$ cat src/rtl/ctrl_pkg.sv
// Shared types and field helpers for the ID/EX/MEM/WB control chain.
// Stage records are sized for the widest supported configuration; narrower instances zero-fill.
package ctrl_pkg;

  localparam int IR_MAX  = 32;
  localparam int ALU_MAX = 8;
  localparam int AW_MAX  = 8;

  typedef struct packed {
    logic               valid;
    logic [ALU_MAX-1:0] alu_sel;
    logic               wb_en;
    logic [IR_MAX-1:0]  ir;
  } stage_t;

  localparam stage_t BUBBLE = '0;

  function automatic logic [AW_MAX-1:0] fld(input logic [IR_MAX-1:0] ir, input int lsb, input int aw);
    logic [IR_MAX-1:0] mask;
    mask = ~({IR_MAX{1'b1}} << aw);
    return AW_MAX'((ir >> lsb) & mask);
  endfunction

  // Defaults describe the base 16-bit encoding; callers pass their own layout.
  function automatic logic [AW_MAX-1:0] rd_of(input logic [IR_MAX-1:0] ir, input int aw = 4, input int lsb = 8);
    return fld(ir, lsb, aw);
  endfunction

  function automatic logic [AW_MAX-1:0] rs1_of(input logic [IR_MAX-1:0] ir, input int aw = 4, input int lsb = 4);
    return fld(ir, lsb, aw);
  endfunction

  function automatic logic [AW_MAX-1:0] rs2_of(input logic [IR_MAX-1:0] ir, input int aw = 4, input int lsb = 0);
    return fld(ir, lsb, aw);
  endfunction

endpackage

$ cat src/rtl/ctrl_stage_reg.sv
// One pipeline stage register: bubble beats load, otherwise hold.
module ctrl_stage_reg
  import ctrl_pkg::*;
#(
  parameter type T       = stage_t,
  parameter T    RST_VAL = '0
)(
  input  logic clk,
  input  logic rst,
  input  logic load,
  input  logic bubble,
  input  T     d,
  output T     q
);

  always_ff @(posedge clk) begin
    if (!rst || bubble) q <= RST_VAL;
    else if (load)      q <= d;
  end

endmodule

$ cat src/rtl/ctrl_pipe.sv
// ID->EX->MEM->WB control chain with global stall, branch flush and RAW interlock.
module ctrl_pipe
  import ctrl_pkg::*;
#(
  parameter int IR_W     = 16,
  parameter int ALU_W    = 3,
  parameter int AW       = 4,
  parameter int RD_LSB   = 8,
  parameter int RS1_LSB  = 4,
  parameter int RS2_LSB  = 0,
  parameter bit HAZ_EN   = 1'b1,
  parameter bit ZERO_REG = 1'b1
)(
  input  logic             clk,
  input  logic             rst,
  input  logic             i_valid,
  input  logic [ALU_W-1:0] i_alu_sel,
  input  logic             i_wb_en,
  input  logic [IR_W-1:0]  i_ir_cache,
  input  logic             i_stall,
  input  logic             i_flush,
  output logic             o_ready,
  output logic             o_hazard,
  output logic [ALU_W-1:0] o_alu_sel,
  output logic             o_ex_valid,
  output logic [IR_W-1:0]  o_ir_mem,
  output logic [AW-1:0]    o_addr_rd_r,
  output logic             o_registers_rd_en
);

  localparam int NSTG = 4;
  localparam int ID = 0, EX = 1, MEM = 2, WB = 3;

  stage_t [NSTG-1:0] stg_d, stg_q;
  logic   [NSTG-1:0] ld, bub;
  logic   [NSTG-1:1] wr_live, hit;
  logic [AW_MAX-1:0] rs1, rs2, rd_s;
  logic              hazard, we_r;
  logic              unused_wb;

  // An older stage blocks ID when it will write a register ID reads.
  always_comb begin
    rs1     = rs1_of(stg_q[ID].ir, AW, RS1_LSB);
    rs2     = rs2_of(stg_q[ID].ir, AW, RS2_LSB);
    rd_s    = '0;
    wr_live = '0;
    hit     = '0;
    for (int s = EX; s <= WB; s++) begin
      rd_s       = rd_of(stg_q[s].ir, AW, RD_LSB);
      wr_live[s] = stg_q[s].valid && stg_q[s].wb_en && !(ZERO_REG && rd_s == '0);
      hit[s]     = wr_live[s] && (rd_s == rs1 || rd_s == rs2);
    end
    hazard = HAZ_EN && rst && stg_q[ID].valid && (|hit);
  end

  assign o_ready = rst && !i_stall && !hazard;

  always_comb begin
    stg_d[ID]  = i_valid ? '{valid: 1'b1, alu_sel: ALU_MAX'(i_alu_sel), wb_en: i_wb_en,
                             ir: IR_MAX'(i_ir_cache)} : BUBBLE;
    stg_d[EX]  = stg_q[ID];
    stg_d[MEM] = stg_q[EX];
    stg_d[WB]  = stg_q[MEM];
    ld         = {NSTG{!i_stall}};
    ld[ID]     = o_ready;
    bub        = '0;
    bub[ID]    = i_flush;
    bub[EX]    = i_flush || (!i_stall && hazard);
  end

  for (genvar s = 0; s < NSTG; s++) begin : g_stg
    ctrl_stage_reg #(.T(stage_t), .RST_VAL(BUBBLE)) u_reg (
      .clk    (clk),
      .rst    (rst),
      .load   (ld[s]),
      .bubble (bub[s]),
      .d      (stg_d[s]),
      .q      (stg_q[s])
    );
  end

  // Follows the MEM->WB transfer and holds with WB during a stall.
  always_ff @(posedge clk) begin
    if (!rst)          we_r <= 1'b0;
    else if (!i_stall) we_r <= wr_live[MEM];
  end

  assign o_hazard          = hazard;
  assign o_alu_sel         = stg_q[EX].valid ? ALU_W'(stg_q[EX].alu_sel) : '0;
  assign o_ex_valid        = stg_q[EX].valid;
  assign o_ir_mem          = IR_W'(stg_q[MEM].ir);
  assign o_addr_rd_r       = AW'(rd_of(stg_q[WB].ir, AW, RD_LSB));
  assign o_registers_rd_en = we_r && !i_stall;

  // WB's ALU select has no consumer.
  assign unused_wb = ^stg_q[WB].alu_sel;

endmodule

$ cat config.mk
export PLATFORM = sky130hd
export DESIGN_NAME = ctrl_pipe
export DESIGN_NICKNAME = d
export VERILOG_FILES = /design/src/rtl/ctrl_pkg.sv /design/src/rtl/ctrl_stage_reg.sv /design/src/rtl/ctrl_pipe.sv
export SDC_FILE = /design/constraint.sdc
export NUM_CORES = 1
export LEC_CHECK = 0
export BUFFER_PORTS_ARGS = -buffer_cell sky130_fd_sc_hd__buf_2
export CAP_MARGIN = 20
export CELL_PAD_IN_SITES_DETAIL_PLACEMENT = 0
export CELL_PAD_IN_SITES_GLOBAL_PLACEMENT = 1
export CORE_MARGIN = 2
export CORE_UTILIZATION = 50
export CTS_CLUSTER_DIAMETER = 100
export CTS_CLUSTER_SIZE = 16
export DETAILED_ROUTE_END_ITERATION = 8
export GPL_ROUTABILITY_DRIVEN = 0
export HOLD_SLACK_MARGIN = 0.15
export PLACE_DENSITY = 0.85
export SYNTH_ARGS = -nofsm -noshare
export SYNTH_HDL_FRONTEND = slang
export SYNTH_HIERARCHICAL = 1
export SYNTH_SLANG_ARGS = --single-unit
$ cat constraint.sdc
create_clock -name clk -period 2.9 [get_ports clk]
set_clock_uncertainty 0.1 [all_clocks]
set_input_delay 0.435 -clock clk [delete_from_list [all_inputs] [get_ports clk]]
set_output_delay 0.435 -clock clk [all_outputs]
set_load 0.01 [all_outputs]
==> results.yml, run 1 <==
outcome:
  status: "completed"
global_route:
  grt_pass1_wl_um: 10100
  grt_util_all_layers_pct: 18.0
  grt_pass1_vias: 2020
  antenna_found_initial: 0
  grt_overflow: 0
  grt_max_degree: 39
critical_path:
  critPathRequiredTime_ps: 2370
  worstSetupPathType: "flop to output port"
  end_kind: "output port"
  crit_family: "simple AND/OR/NAND/NOR gates"
  path_cells: "xor2_1 -> nor4_1 -> a41oi_1 -> o311ai_2 -> and3_1 -> buf_2"
  max_stage_delay_ps: 520
  cp_max_fo: 5
  worstPathBufferInverterCount: 1
  crit_path_start_kind: "flop"
  critPathSlowestCell: "dfxtp_1"
  arrival_ps: 2110
routing:
  drcViolationCount: 0
  final_antenna_net_count: 0
  via_per_inst: 4.93
  wirelength_um: 6010
  wl_per_cell_um: 14.3
  dr_total_vias: 2076
  drt_iter0_drc: 83
  drt_pass1_iterations: 4
synth:
  ys_warn_count: 6
  syn_inst: 309
  synth.avg_cell_area_um2: 10.3
  syn_area_um2: 3200
die:
  die-width_um: 83.9
  fp.dieArea_um2: 7050
  ioPinCount: 52
  die_h_um: 83.9
  core_area_um2: 6280
  num_rows: 29
  start_util_pct: 50.9
finish:
  multi_input_area_um2: 1470
  diodes: 0
  syn2layout_area_growth_pct: 6.23
  final_common_cell: "dfxtp_1"
  n_fill_cell: 586
  drive_gt1_share_pct: 22.4
  final-seq-area_um2: 1340
  final_cells: 421
  nets: 364
  layout_common_cells: "dfxtp_1 (67), mux2i_1 (66), nor2_1 (66), buf_2 (51), and2_1 (23)"
power:
  p_per_area_nw_per_um2: 546
  vdd_ir_drop_max_uv: 385
  p_sw_mw: 0.432
  sequentialPowerShare_pct: 50.2
  cellInternalPower_mw: 1.42
  p_sw_share_pct: 23.3
  leakage_nw: 1.59
  clkPwrFrac_pct: 43.7
  p_comb_share_pct: 6.1
min_path:
  min_path_type: "input pin to flop"
clock_network:
  postCtsSetupRepairBufs: 0
  clkTransAtPathRegs_ps: 80
  htreeDepth: 3
  ctsResizeCount: 0
  cts_buffers: 9
  clock_latency_ps: 350
  cts.sinks: 67
  cts.path.max_buffers: 2
  cts_tree: "done"
  cts-hold-fix-buffers: 0
  root_buffer: "clkbuf_8"
sta:
  finalSetupTns_ps: 0
  max_freq_ghz: 0.378
  finalHoldViolCount: 0
  tightest_slew_ps: 810
  slew_violations: 0
  slew_headroom_pct: 46.0
  rsz0062_at_grt: "false"
  fin_crit_sh_pct: 91.2
  period_minus_slack_ps: 2640
  finalSetupViolCount: 0
place:
  portBuffers: 51
  place_inst: 405
  dp_hpwl_um: 4070
job:
  drv_cap: 0
[tightest hold or removal path: cells and delay by family]
kind / cells / cell delay (ps)
AND/OR/NAND/NOR: 1 / 90
buffers and inverters: 1 / 120
AO/OA/AOI/OAI: 1 / 70
[through the flow]
stage,setup slack (ps),utilization (%),area [um2],hold slack (ps),power (mW)
after floorplan,676,-,3200,352,1.08
after global placement,669,50.7,3180,367,1.07
after detailed placement,606,50.7,3180,378,1.07
after CTS,244,54.1,3390,315,1.87
after global routing,90.1,54.1,3390,321,1.93
final,257,54.1,3390,324,1.85
[per-layer routing]
metal	track usage (%)	up-vias	part of all wire (%)	wire length [um]
met5	0	-	0	0
met4	5.28	0	1.3	79
met3	5.93	8	4.4	262
met2	28.9	37	47	2800
met1	23.0	968	48	2870
li1	-	1063	-	-
[cell type report]
type                    count  share of cell area (%)
multi-input cells         206                    43.2
flip-flops and latches     67                    39.5
repair buffers             54                    8.18
clock buffers              11                    4.46
well taps                  77                    2.84
clock inverters             5                    1.73
inverters                   1                   0.111
[power by group through the flow]
stage | registers (mW) | logic, mW | clock network [mW]
floorplan | 0.950 | 0.131 | 0
global placement | 0.952 | 0.113 | 0
detailed placement | 0.952 | 0.114 | 0
CTS | 0.930 | 0.115 | 0.823
global route | 0.931 | 0.124 | 0.870
finish | 0.931 | 0.113 | 0.809
[sequential cells by signal, summed over array words and instances (netlist names)]
register       cells
we_r               1
g_stg.u_reg/q     66
[final timing paths]
check | startpoint | to | cells past startpoint | slack [ps]
min reg2reg | g_stg[2].u_reg/q[1] | g_stg[2].u_reg/q[1] | 2 | 390
max reg2reg | g_stg[0].u_reg/q[4] | g_stg[1].u_reg/q[35] | 8 | 620
max | g_stg[0].u_reg/q[4] | o_hazard | 6 | 260
min | i_stall | we_r | 3 | 320
Note: power is estimated with default switching activity, not from simulation.
==> run 2, diff against run 1 <==
--- a/config.mk
+++ b/config.mk
@@ -10,13 +10,13 @@
 export CELL_PAD_IN_SITES_DETAIL_PLACEMENT = 0
 export CELL_PAD_IN_SITES_GLOBAL_PLACEMENT = 1
 export CORE_MARGIN = 2
-export CORE_UTILIZATION = 50
+export CORE_UTILIZATION = 40
 export CTS_CLUSTER_DIAMETER = 100
 export CTS_CLUSTER_SIZE = 16
 export DETAILED_ROUTE_END_ITERATION = 8
 export GPL_ROUTABILITY_DRIVEN = 0
 export HOLD_SLACK_MARGIN = 0.15
-export PLACE_DENSITY = 0.85
+export PLACE_DENSITY = 0.7
 export SYNTH_ARGS = -nofsm -noshare
 export SYNTH_HDL_FRONTEND = slang
 export SYNTH_HIERARCHICAL = 1
==> run 2 against run 1 <==
Worst setup slack worse by 65 ps. First-iteration DRC count is 11% higher. Die area is 24% higher. Combinational power is 6% higher. Via count is 1.3% lower. Maximum frequency is 2.4% lower. Register-to-register slack worse by 190 ps. Total power is 8.4% lower. Cell area is 0.74% higher. Global-route usage is 2.7 points lower. Non-clock buffer count is 3 higher. Final cell count is 6.7% higher. Critical path type unchanged. Critical endpoint unchanged.
==> results.yml, run 2 (synthesis results as in run 1) <==
critical_path:
  regToRegSetupSlack_ps: 430
  r2r-end: "g_stg[1].u_reg/q[6]"
  crit_path_start_kind: "flop"
  end_kind: "output port"
  arrival_ps: 2170
  r2r_start: "g_stg[2].u_reg/q[8]"
  cp_max_fo: 6
  worstSetupPathType: "flop to output port"
  r2r_cells: 8
  critPathRequiredTime_ps: 2370
routing:
  via_per_inst: 4.56
  drt_iter0_drc: 92
  dr_total_vias: 2049
  final_antenna_net_count: 0
  wirelength_um: 6330
  wl_per_cell_um: 14.1
  drcViolationCount: 0
  drt_pass1_iterations: 6
place:
  place_ws_ps: 461
  dp_hpwl_um: 4290
  portBuffers: 51
  post_dp_cell_area_um2: 3260
global_route:
  grt_util_all_layers_pct: 15.3
  grtUsageMet2_pct: 23.4
  antenna_found_initial: 0
  grt_max_degree: 30
  gr-usage-met3_pct: 2.98
  grt_pass1_wl_um: 10200
  gr-usage-met1_pct: 21.0
  grt_overflow: 0
  busiest_layer: "met2"
  grt_pass1_vias: 1971
finish:
  fin_area_um2: 3420
  final_common_cell: "dfxtp_1"
  n_fill_cell: 767
  syn2layout_area_growth_pct: 7.01
  drive_gt1_share_pct: 22.5
  final-seq-area_um2: 1340
  top_register: "g_stg.u_reg/q"
  layout_common_cells: "dfxtp_1 (67), mux2i_1 (66), nor2_1 (66), buf_2 (51), and2_1 (23)"
  diodes: 0
  postLayoutCoreUtil_pct: 44.3
  reg_top3: "g_stg.u_reg/q (66), we_r (1)"
  largest_reg_flops: 66
  nets: 367
  multi_input_area_um2: 1470
clock_network:
  cts-hold-fix-buffers: 0
  ctsResizeCount: 0
  cts_buffers: 9
  clock_latency_ps: 330
  htreeDepth: 3
  root_buffer: "clkbuf_8"
  cts_tree: "done"
  cts.sinks: 67
  cts.path.max_buffers: 2
  postCtsSetupRepairBufs: 0
  clkTransAtPathRegs_ps: 70
sta:
  tightest_slew_ps: 758
  slew_headroom_pct: 49.4
  fin_crit_sh_pct: 93.4
  finalSetupTns_ps: 0
  rsz0062_at_grt: "false"
  finalSetupViolCount: 0
  finalHoldViolCount: 0
  period_minus_slack_ps: 2710
  slew_violations: 0
  max_freq_ghz: 0.369
  fin_ws_ps: 191
power:
  cellInternalPower_mw: 1.29
  p_per_area_nw_per_um2: 497
  clkPwrFrac_pct: 38.1
  p_comb_share_pct: 7.0
  vdd_ir_drop_max_uv: 228
  p_sw_share_pct: 24.3
  sequentialPowerShare_pct: 54.8
  p_sw_mw: 0.412
  leakage_nw: 1.59
outcome:
  status: "completed"
min_path:
  min_path_type: "input pin to flop"
  hold_path_depth: 3
  hp-start: "i_stall"
  whs_endpoint: "we_r"
die:
  die_h_um: 93.4
  fp.dieArea_um2: 8720
  ioPinCount: 52
  core_area_um2: 7730
  start_util_pct: 41.4
  num_rows: 32
  die-width_um: 93.4
job:
  drv_cap: 0
==> run 2: cell types whose count changed in the layout (fill, tap and decap cells not counted) <==
cell	change
a21oi_2	-1
clkbuf_8	-2
buf_4	+2
clkbuf_1	+2
inv_6	-1
buf_12	+1
clkinv_2	+2
bufinv_16	-1
a21oi_4	+1
==> run 2: layout make-up <==
type / count / area share, %
Timing Repair Buffer: 57 / 9.15
Multi-Input combinational cell: 206 / 43.1
Sequential cell: 67 / 39.2
Clock inverter: 5 / 0.878
Inverter: 1 / 0.110
Clock buffer: 11 / 3.84
Tap cell: 102 / 3.73
==> run 2: worst max-delay path by stage <==
| stage | from | end | slack, ps | depth (start not counted) |
|---|---|---|---|---|
| 6_report | g_stg[2].u_reg/q[8] | o_hazard | 190 | 6 |
| 4_1_cts | g_stg[2].u_reg/q[8] | o_hazard | 200 | 6 |
| 2_1_floorplan | g_stg[3].u_reg/q[8] | g_stg[0].u_reg/q[10] | 680 | 8 |
| 3_5_place_dp | g_stg[2].u_reg/q[8] | g_stg[1].u_reg/q[13] | 460 | 8 |
| 3_3_place_gp | g_stg[2].u_reg/q[8] | g_stg[1].u_reg/q[7] | 490 | 8 |
| 5_1_grt | g_stg[2].u_reg/q[8] | o_ready | 50 | 6 |
==> run 2: power groups by stage <==
stage               registers, mW  clock network [mW]  logic, mW
finish                      0.931               0.647      0.120
global route                0.931               0.719      0.131
CTS                         0.931               0.676      0.122
detailed placement          0.952                   0      0.121
global placement            0.952                   0      0.121
floorplan                   0.950                   0      0.131
==> run 2: worst max-delay path, cell delays in order (launching register included) <==
cell and delay, ps:
dfxtp_1 530, xor2_1 120, nor4_1 300, a41oi_1 120, o311ai_2 420, and3_1 230
buf_2 130
==> run 2: layer usage <==
layer / part of all wire, % / wire (um)
met2: 44 / 2800
met3: 4.0 / 256
met5: 0 / 0
met4: 0.96 / 61
met1: 51 / 3210
==> run 2: through the flow <==
stage | cells | total power [mW] | hold WS [ps]
after floorplan | 310 | 1.08 | 352
after global placement | 433 | 1.07 | 371
after detailed placement | 433 | 1.07 | 377
after CTS | 449 | 1.73 | 317
after global routing | 449 | 1.78 | 341
final | 449 | 1.70 | 331
==> run 3, diff against run 2 <==
--- a/config.mk
+++ b/config.mk
@@ -10,13 +10,13 @@
 export CELL_PAD_IN_SITES_DETAIL_PLACEMENT = 0
 export CELL_PAD_IN_SITES_GLOBAL_PLACEMENT = 1
 export CORE_MARGIN = 2
-export CORE_UTILIZATION = 40
+export CORE_UTILIZATION = 35
 export CTS_CLUSTER_DIAMETER = 100
 export CTS_CLUSTER_SIZE = 16
 export DETAILED_ROUTE_END_ITERATION = 8
 export GPL_ROUTABILITY_DRIVEN = 0
 export HOLD_SLACK_MARGIN = 0.15
-export PLACE_DENSITY = 0.7
+export PLACE_DENSITY_LB_ADDON = 0.1
 export SYNTH_ARGS = -nofsm -noshare
 export SYNTH_HDL_FRONTEND = slang
 export SYNTH_HIERARCHICAL = 1
==> run 3 against run 2 <==
Wire length increased by 6.7%. Register-to-register slack improved by 140 ps. Critical path depth unchanged. Via count increased by 0.88%. Highest routed layer unchanged.
==> results.yml, run 3 (synthesis results as in run 1) <==
sta:
  rsz0062_at_grt: "false"
  slew_violations: 0
  finalSetupViolCount: 0
  tightest_slew_ps: 863
  max_freq_ghz: 0.386
  period_minus_slack_ps: 2590
  slew_headroom_pct: 42.5
  fin_crit_sh_pct: 89.3
  finalSetupTns_ps: 0
  finalHoldViolCount: 0
finish:
  nets: 366
  layout_common_cells: "dfxtp_1 (67), mux2i_1 (66), nor2_1 (66), buf_2 (51), and2_1 (23)"
  largest_reg_flops: 66
  reg_top3: "g_stg.u_reg/q (66), we_r (1)"
  syn2layout_area_growth_pct: 8.42
  final_common_cell: "dfxtp_1"
  drive_gt1_share_pct: 22.3
  final_cells: 454
  top_register: "g_stg.u_reg/q"
  diodes: 0
clock_network:
  postCtsSetupRepairBufs: 0
  cts.path.max_buffers: 2
  cts_tree: "done"
  clock_latency_ps: 340
  cts.sinks: 67
  ctsResizeCount: 0
  htreeDepth: 3
  clkTransAtPathRegs_ps: 70
  cts_buffers: 9
  cts-hold-fix-buffers: 0
  root_buffer: "clkbuf_8"
global_route:
  antenna_found_initial: 0
  grt_pass1_wl_um: 11000
  grt_max_degree: 28
  grt_overflow: 0
  grt_util_all_layers_pct: 14.5
  grt_pass1_vias: 2034
job:
  drv_cap: 0
power:
  vdd_ir_drop_max_uv: 212
  leakage_nw: 1.61
  p_per_area_nw_per_um2: 552
routing:
  via_per_inst: 4.55
  wirelength_um: 6760
  wl_per_cell_um: 14.9
  final_antenna_net_count: 0
  drt_iter0_drc: 33
  dr_total_vias: 2067
  drcViolationCount: 0
  drt_pass1_iterations: 4
place:
  portBuffers: 51
  dp_hpwl_um: 4620
  place_inst: 438
critical_path:
  end_kind: "output port"
  regToRegSetupSlack_ps: 570
  path_cells: "xor2_1 -> nor4_1 -> a41oi_1 -> o311ai_2 -> and3_1 -> buf_2"
  worstSetupPathType: "flop to output port"
  crit_path_start_kind: "flop"
  arrival_ps: 2050
  cp_max_fo: 6
  worstPathBufferInverterCount: 1
  critPathRequiredTime_ps: 2370
  crit_family: "flip-flops"
  critPathSlowestCell: "dfxtp_1"
  max_stage_delay_ps: 500
outcome:
  status: "completed"
die:
  ioPinCount: 52
  fp.dieArea_um2: 9910
  die_h_um: 99.6
  start_util_pct: 36.3
  num_rows: 34
  core_area_um2: 8810
  die-width_um: 99.6
min_path:
  min_path_type: "input pin to flop"
[run 3: cell type report]
class / count / area, um2
Clock buffer: 12 / 145
Clock inverter: 4 / 73.8
Fill cell: 912 / 5340
Inverter: 1 / 3.75
Multi-Input combinational cell: 206 / 1470
Sequential cell: 67 / 1340
Tap cell: 108 / 135
Timing Repair Buffer: 56 / 293
[run 3: path summary, 6_finish.rpt]
kind                                       endpoint  depth (start not counted)                start
worst min register to register  g_stg[2].u_reg/q[3]                          2  g_stg[2].u_reg/q[3]
worst min-delay path                           we_r                          3              i_stall
worst max register to register  g_stg[0].u_reg/q[5]                          7  g_stg[3].u_reg/q[8]
worst max-delay path                       o_hazard                          6  g_stg[2].u_reg/q[8]
[run 3: worst register-to-register path, cell delays in order, from the launching register on]
cell       delay (ps)
dfxtp_1           380
or4_4             560
o2111ai_2         110
o311ai_2          190
a21oi_4           190
buf_4             360
mux2i_1           240
nor2_1             50
[run 3: power by group]
part / internal, mW / leakage, nW / switching (mW)
clock network: 0.509 / 0.111 / 0.353
logic: 0.0531 / 0.961 / 0.0654
registers: 0.925 / 0.540 / 0.00605
[run 3: per-layer routing]
metal	global-route usage, %	share of wire (%)
met5	0	0
met4	4.43	1.3
met3	4.78	3.5
met2	22.3	45
met1	19.4	50
[run 3: metrics by stage]
step / power [mW] / hold WS, ps / cell area (um2) / worst slack (ps) / util (%)
floorplan: 1.08 / 352 / 3200 / 676 / -
global placement: 1.07 / 367 / 3250 / 587 / 36.9
detailed placement: 1.07 / 377 / 3250 / 547 / 36.9
CTS: 1.95 / 305 / 3460 / 279 / 39.3
global route: 1.99 / 318 / 3460 / 91.5 / 39.3
finish: 1.91 / 314 / 3460 / 312 / 39.3
